File: src/rtl/reg_serializer_pkg.sv
// Shared types and constants for the parallel-to-serial transmitter.
package reg_serializer_pkg;

    // Frame sequencing: idle line, data bits, then the trailing parity bit.
    typedef enum logic [1:0] {
        IDLE   = 2'd0,
        SHIFT  = 2'd1,
        PARITY = 2'd2
    } ser_state_t;

    localparam int   DEFAULT_WIDTH = 8;
    localparam logic IDLE_LEVEL    = 1'b1;

    // Bit counter width; a one-bit word still needs a one-bit counter.
    function automatic int counterWidth(input int width);
        return (width > 1) ? $clog2(width) : 1;
    endfunction

endpackage

File: src/rtl/reg_serializer_hold.sv
// One-entry hold buffer: keeps the next word while a frame is on the line.
module ser_hold
    import reg_serializer_pkg::*;
#(
    parameter int WIDTH = DEFAULT_WIDTH
) (
    input  logic             clock,
    input  logic             reset,
    input  logic             i_load,
    input  logic             i_clear,
    input  logic [WIDTH-1:0] i_data,
    output logic [WIDTH-1:0] o_data,
    output logic             o_full
);

    logic [WIDTH-1:0] r_data;
    logic             r_full;

    // Capture a word and mark it present; draining only drops the flag.
    always_ff @(posedge clock) begin
        if (reset) begin
            r_data <= '0;
            r_full <= 1'b0;
        end else if (i_load) begin
            r_data <= i_data;
            r_full <= 1'b1;
        end else if (i_clear) begin
            r_full <= 1'b0;
        end
    end

    assign o_data = r_data;
    assign o_full = r_full;

endmodule

File: src/rtl/reg_serializer.sv
// Parallel-to-serial transmitter: WIDTH data bits followed by an even-parity
// bit, with a one-word hold buffer so consecutive frames run back to back.
module reg_serializer
    import reg_serializer_pkg::*;
#(
    parameter int WIDTH     = DEFAULT_WIDTH,
    parameter int MSB_FIRST = 1
) (
    input  logic             clock,
    input  logic             reset,
    input  logic             ena,
    input  logic [WIDTH-1:0] R,
    input  logic             r_valid,
    output logic             r_ready,
    output logic             sout,
    output logic             sframe,
    output logic             done
);

    localparam int CW = counterWidth(WIDTH);

    ser_state_t       r_state;
    ser_state_t       w_stateNext;
    logic [WIDTH-1:0] r_shift;
    logic [WIDTH-1:0] w_shiftNext;
    logic [WIDTH-1:0] w_shifted;
    logic [WIDTH-1:0] w_startWord;
    logic [CW-1:0]    r_count;
    logic [CW-1:0]    w_countNext;
    logic             r_sout;
    logic             w_soutNext;
    logic             r_sframe;
    logic             r_parity;
    logic             w_parityNext;
    logic             w_start;
    logic             w_holdLoad;
    logic             w_holdClear;
    logic             w_holdFull;
    logic [WIDTH-1:0] w_holdData;
    logic             w_ready;
    logic             w_transfer;

    // The bit that leaves first from a word, honouring the shift direction.
    function automatic logic firstBit(input logic [WIDTH-1:0] word);
        return (MSB_FIRST != 0) ? word[WIDTH-1] : word[0];
    endfunction

    assign w_ready    = ena & ~w_holdFull & ~reset;
    assign w_transfer = r_valid & w_ready;

    ser_hold #(
        .WIDTH (WIDTH)
    ) u_hold (
        .clock   (clock),
        .reset   (reset),
        .i_load  (w_holdLoad),
        .i_clear (w_holdClear),
        .i_data  (R),
        .o_data  (w_holdData),
        .o_full  (w_holdFull)
    );

    // Next-state and datapath decode; everything holds unless ena is high.
    // sout is registered, so each branch computes the bit for the next cycle.
    // A word caught by the hold buffer during the final parity cycle lands in
    // IDLE with the buffer full; IDLE drains it so it is never stranded.
    always_comb begin
        w_stateNext  = r_state;
        w_shiftNext  = r_shift;
        w_countNext  = r_count;
        w_soutNext   = r_sout;
        w_parityNext = r_parity;
        w_start      = 1'b0;
        w_startWord  = R;
        w_holdLoad   = 1'b0;
        w_holdClear  = 1'b0;
        w_shifted    = (MSB_FIRST != 0) ? (r_shift << 1) : (r_shift >> 1);

        if (ena) begin
            unique case (r_state)
                IDLE: begin
                    if (w_transfer) begin
                        w_start     = 1'b1;
                        w_startWord = R;
                    end else if (w_holdFull) begin
                        w_start     = 1'b1;
                        w_startWord = w_holdData;
                        w_holdClear = 1'b1;
                    end
                end
                SHIFT: begin
                    w_holdLoad = w_transfer;
                    if (r_count == '0) begin
                        w_stateNext = PARITY;
                        w_soutNext  = r_parity;
                    end else begin
                        w_shiftNext = w_shifted;
                        w_soutNext  = firstBit(w_shifted);
                        w_countNext = r_count - CW'(1);
                    end
                end
                PARITY: begin
                    w_holdLoad = w_transfer;
                    if (w_holdFull) begin
                        w_start     = 1'b1;
                        w_startWord = w_holdData;
                        w_holdClear = 1'b1;
                    end else begin
                        w_stateNext = IDLE;
                        w_soutNext  = IDLE_LEVEL;
                    end
                end
                default: begin
                    w_stateNext = IDLE;
                    w_soutNext  = IDLE_LEVEL;
                end
            endcase

            if (w_start) begin
                w_stateNext  = SHIFT;
                w_shiftNext  = w_startWord;
                w_countNext  = CW'(WIDTH - 1);
                w_soutNext   = firstBit(w_startWord);
                w_parityNext = ^w_startWord;
            end
        end
    end

    // FSM state register.
    always_ff @(posedge clock) begin
        if (reset) begin
            r_state <= IDLE;
        end else begin
            r_state <= w_stateNext;
        end
    end

    // Shift register, bit counter, parity and registered line outputs.
    always_ff @(posedge clock) begin
        if (reset) begin
            r_shift  <= '0;
            r_count  <= '0;
            r_parity <= 1'b0;
            r_sout   <= IDLE_LEVEL;
            r_sframe <= 1'b0;
        end else begin
            r_shift  <= w_shiftNext;
            r_count  <= w_countNext;
            r_parity <= w_parityNext;
            r_sout   <= w_soutNext;
            r_sframe <= (w_stateNext != IDLE);
        end
    end

    assign r_ready = w_ready;
    assign sout    = r_sout;
    assign sframe  = r_sframe;
    assign done    = (r_state == PARITY) & ena & ~reset;

endmodule

File: config.mk
export PLATFORM = sky130hd
export DESIGN_NAME = reg_serializer
export DESIGN_NICKNAME = d
export VERILOG_FILES = /design/src/rtl/reg_serializer_pkg.sv /design/src/rtl/reg_serializer_hold.sv /design/src/rtl/reg_serializer.sv
export SDC_FILE = /design/constraint.sdc
export NUM_CORES = 1
export LEC_CHECK = 0
export ABC_AREA = 1
export CORE_MARGIN = 5
export CORE_UTILIZATION = 45
export CTS_CLUSTER_SIZE = 25
export DETAILED_ROUTE_END_ITERATION = 12
export PLACE_DENSITY = 0.64
export SLEW_MARGIN = 30
export SYNTH_ARGS = -nofsm -noshare
export SYNTH_HDL_FRONTEND = slang
export SYNTH_HIERARCHICAL = 1
export SYNTH_SLANG_ARGS = --single-unit
export TNS_END_PERCENT = 20
File: constraint.sdc
create_clock -name clock -period 2.7 [get_ports clock]
set_input_delay 0.675 -clock clock [delete_from_list [all_inputs] [get_ports clock]]
set_output_delay 0.675 -clock clock [all_outputs]
set_load 0.03 [all_outputs]
[Word-level counts from Yosys, hierarchy flattened]
Cells that the tools add are included.
Word-level totals
  register bits: 24
  bits of input ports: 12
  output and inout port bits: 4
Operators by class
  add/sub/neg operators: 1
  eq/ne operators: 5
  mux-type cells: 30
  bitwise logic cells: 7
  reductions and logical operators: 10
Operators with widths (number)
  2-to-1 mux 8 bit: 3
  2-to-1 mux 7 bit: 3
  case mux 8 bit (2 select lines): 1
  2-to-1 mux 1 bit: 12
  2-to-1 mux 3 bit: 3
  2-to-1 mux 2 bit: 4
  XOR reduction 8 bit: 1
  case mux 2 bit (3 select lines): 1
  AND reduction 3 bit: 2
  nonzero test 2 bit: 3
  bitwise AND 1 bit: 5
  case mux 1 bit (2 select lines): 2
  zero test 3 bit: 1
  inequality test 3 bit, second input constant: 1
  case mux 1 bit (3 select lines): 1
  subtractor 3 x 1 -> 3 bit, second input constant: 1
  equality test 2 x 1 -> 1 bit, second input constant: 1
  equality test 2 bit, second input constant: 1
  zero test 2 bit: 1
  inequality test 2 x 1 -> 1 bit, second input constant: 1
  inequality test 2 bit, second input constant: 1
  inverter 1 bit: 2
  AND reduction 2 bit: 1
  OR reduction 2 bit: 1

[Depth between registers and ports, before layout]
Gate-level depths: netlist of the first run.
  word-level depth: 10
  gate-level depth with buffers: 17

[By module]
Netlist of the first run, hierarchy kept.
By module, submodules not included
  reg_serializer: instances 1, cells an instance 201, area each 1216.2 um^2, seq. area each 300.3 um^2
  ser_hold: instances 1, cells an instance 38, area each 304.0 um^2, seq. area each 180.2 um^2

[Worst setup path before layout of the first run]
No wires, ideal clock.
  path kind: input -> output
  from: input reset
  to: output done
  data arrival time: 1.498 ns
  data required time: 2.025 ns
  slack: 0.527 ns
  stages on the path: 2
  buffers on the path: 1
  cells stage by stage: buf_6 > nor3_1
Between the ends
  word-level cells in the longest chain between the ends: 2
Ends and longest elaborated chain
  start, declared: line reg_serializer.sv:10  | input logic reset,
  inverter 1 bit: line reg_serializer.sv:158  | assign done = (r_state == PARITY) & ena & ~reset;
  bitwise AND 1 bit: line reg_serializer.sv:158
  end, declared: line reg_serializer.sv:17  | output logic done
Every way passes these cells.

[Final worst setup path of the first run]
  from: register r_state[0]
  to: output done
Between the ends
  word-level cells in the longest chain between the ends: 3
Ends and longest elaborated chain
  start, declared: line reg_serializer.sv:22  | ser_state_t r_state;
  start signal, assigned: line reg_serializer.sv:134  | r_state <= w_stateNext;
  equality test 2 bit: line reg_serializer.sv:158
  bitwise AND 1 bit (2 in series): line reg_serializer.sv:158
Every way passes these cells.

==> results of run 1 <==
## Yosys cell counts, drive strengths merged
cell / instances / area share
a211oi: 1 / 0.0082
and3: 1 / 0.0041
ha: 6 / 0.049
o211ai: 1 / 0.0049
a31oi: 1 / 0.0041
xor2: 1 / 0.0058
a22oi: 1 / 0.0049
a21oi: 20 / 0.071
nor3: 4 / 0.020
buf: 7 / 0.044
nand3: 11 / 0.036
inv: 29 / 0.072
nor2: 25 / 0.063
o21ai: 29 / 0.098
dfxtp: 24 / 0.32
nand2: 77 / 0.19
xnor2: 1 / 0.0058
## per-layer routing
| layer | vias to the layer above | global-route usage | routed length, um |
|---|---|---|---|
| met4 | 0 | 0.0372 | 19 |
| met5 | - | 0 | 0 |
| met2 | 12 | 0.261 | 1410 |
| met3 | 2 | 0.0197 | 82 |
| li1 | 786 | - | - |
| met1 | 615 | 0.202 | 1610 |
## flip-flops by register name, summed over array words and instances (netlist names)
name and cells:
u_hold/o_data 8, r_shift 7, r_count 3, r_state 2
r_parity 1, sframe 1, sout 1, u_hold/o_full 1
## power by group
part | internal [mW] | switching (mW) | total, mW
Clock | 0.0824 | 0.116 | 0.198
Combinational | 0.0662 | 0.106 | 0.172
Sequential | 0.368 | 0.00787 | 0.375
Total | 0.516 | 0.230 | 0.746
## cells by family after synthesis
logic type,Yosys count,synth area share
adder cells (fa/ha/maj),6,0.0494
flip-flops,24,0.316
AND/OR/NAND/NOR,118,0.317
buffers and inverters,36,0.115
AO/OA/AOI/OAI,53,0.191
XOR/XNOR,2,0.0115
## placed cells by master, fill, tap and decap left out
cell and count:
clkdlybuf4s50_1 13, a22oi_1 1, xor2_1 1, nand2_1 75, buf_4 4, dfxtp_1 24
a31oi_1 1, nor2_2 1, nand2_2 2, and3_1 1, nor2_1 24, a21oi_1 18
a21oi_2 2, nand3_1 11, a211oi_2 1, nor3_2 2, xnor2_1 1, o21ai_0 23
clkbuf_8 1, nor3_1 2, inv_2 5, ha_1 6, clkbuf_4 3, inv_1 24
o21ai_2 1, o211ai_1 1, o21ai_1 5
## worst max-delay path by stage
stage	start	to	cells after the start
4_1_cts	r_state[0]	done	5
3_3_place_gp	ena	r_count[2]	11
5_1_grt	r_state[0]	done	5
6_report	r_state[0]	done	5
3_5_place_dp	ena	r_count[2]	11
2_1_floorplan	reset	done	2
## critical path: stages, from the launching register on
cell and delay [ns]:
dfxtp_1 0.38, inv_1 0.16, ha_1 0.39, inv_1 0.11
nor3_1 0.18, buf_4 0.19
## cell type report
cell class | instances | area [um^2]
clock buffer | 4 | 36.3
fill | 370 | 1600
inverter | 29 | 109
multi-input combinational | 179 | 865
sequential | 24 | 480
tap | 46 | 57.6
timing repair buffer | 17 | 160
==> impl_metrics.py, run 1 <==
metrics = {
    "setup_path": {
        "critPathRequiredTime_ns": 2.03,
        "arrival_ns": 1.72,
        "r2r_start": "r_state[0]",
        "cp_max_fo": 10,
        "cp-start-kind": "register",
        "end_kind": "primary output",
        "reg2reg_slack_ns": 0.50,
        "worstReg2RegEnd": "r_shift[1]",
        "rr_worst_depth": 12,
        "path_class": "register to primary output",
    },
    "placement": {
        "dpl_worst_slack_ns": 0.239,
        "gp_congestion": 0.779,
        "dp_hpwl_um": 2410,
        "portBuffers": 15,
        "placed_cell_area_um2": 1670,
        "dp.cells": 295,
    },
    "timing": {
        "slew_violations": 0,
        "fin_worst_skew_ns": 0.00481,
        "hold_slack_ns": 0.475,
        "worst_slack_ns": 0.300,
        "period_needed_ns": 2.40,
        "setup_tns_ns": 0,
        "tightestPinTransition_ns": 0.529,
        "fmax_ghz": 0.417,
        "rsz0062_at_grt": "false",
        "period_share": 0.889,
        "finalHoldViolCount": 0,
        "slew_headroom": 0.647,
        "setup_viol": 0,
    },
    "synthesis": {
        "ys_seq_elements": 24,
        "avgSynthCellArea_um2": 6.36,
        "synth_area_um2": 1520,
        "synth_fp_nets": 257,
        "synth_cells": 239,
        "ys_seq_area_frac": 0.316,
        "yosysWarnings": 6,
        "synth_cell_types": 25,
    },
    "power": {
        "power.leakage_nw": 0.812,
        "power_density_nw_per_um2": 437,
        "peakVddDrop_mv": 0.192,
        "finalPower_mw": 0.746,
    },
    "detailed_routing": {
        "viasPerCell": 4.73,
        "ant_nets": 0,
        "routedWlPerCell_um": 10.4,
        "dr.first_iter.drc_count": 58,
        "drc_errors": 0,
        "postRouteWirelength_um": 3120,
        "vias": 1415,
        "drt_pass1_iterations": 4,
    },
    "die": {
        "start_util": 0.459,
        "die_area_um2": 4640,
        "num_rows": 21,
        "die_w_um": 68.1,
        "ios": 16,
        "die_y_um": 68.1,
        "core_area_um2": 3310,
    },
    "cts": {
        "clkLatencyLatePin_ns": 0.32,
        "clock-root-buffer": "clkbuf_4",
        "postCtsHoldBufs": 0,
        "post_cts_buffers": 0,
        "clk_path_buf_depth": 2,
        "cts.sinks": 24,
        "h-tree-depth": 1,
        "clk_pin_slew_worst_paths_ns": 0.14,
        "cts_buffers": 3,
        "cts_tree": "done",
        "post_cts_resized": 0,
    },
    "global_route": {
        "antenna_found_initial": 0,
        "grtUsageTotal": 0.153,
        "grt_overflow": 0,
        "grt_pass1_wl_um": 5600,
        "grt_max_degree": 16,
        "grt_pass1_vias": 1309,
    },
    "cells_and_area": {
        "syn2layout_area_growth_pct": 12.3,
        "design_area_um2": 1710,
        "antenna_cells": 0,
        "drive_gt1_frac": 0.0870,
        "fin_nets": 272,
        "utilization": 0.516,
        "instances_no_fill": 299,
    },
    "run": {
        "maxCapViolations": 0,
    },
    "run_status": {
        "outcome": "finished clean",
    },
    "min_path": {
        "min_to": "r_shift[0]",
        "min-delay-start": "r_shift[0]",
        "min_path_type": "register to register",
        "worstHoldPathCells": 2,
    },
}
(Power assumes the default switching activity.)
==> inputs of run 2 (changes only) <==
Settings changed: HOLD_SLACK_MARGIN from default to 0.06.
==> results of run 2 <==
Same layout as run 1: the final DEF is identical, and so are final timing and power.
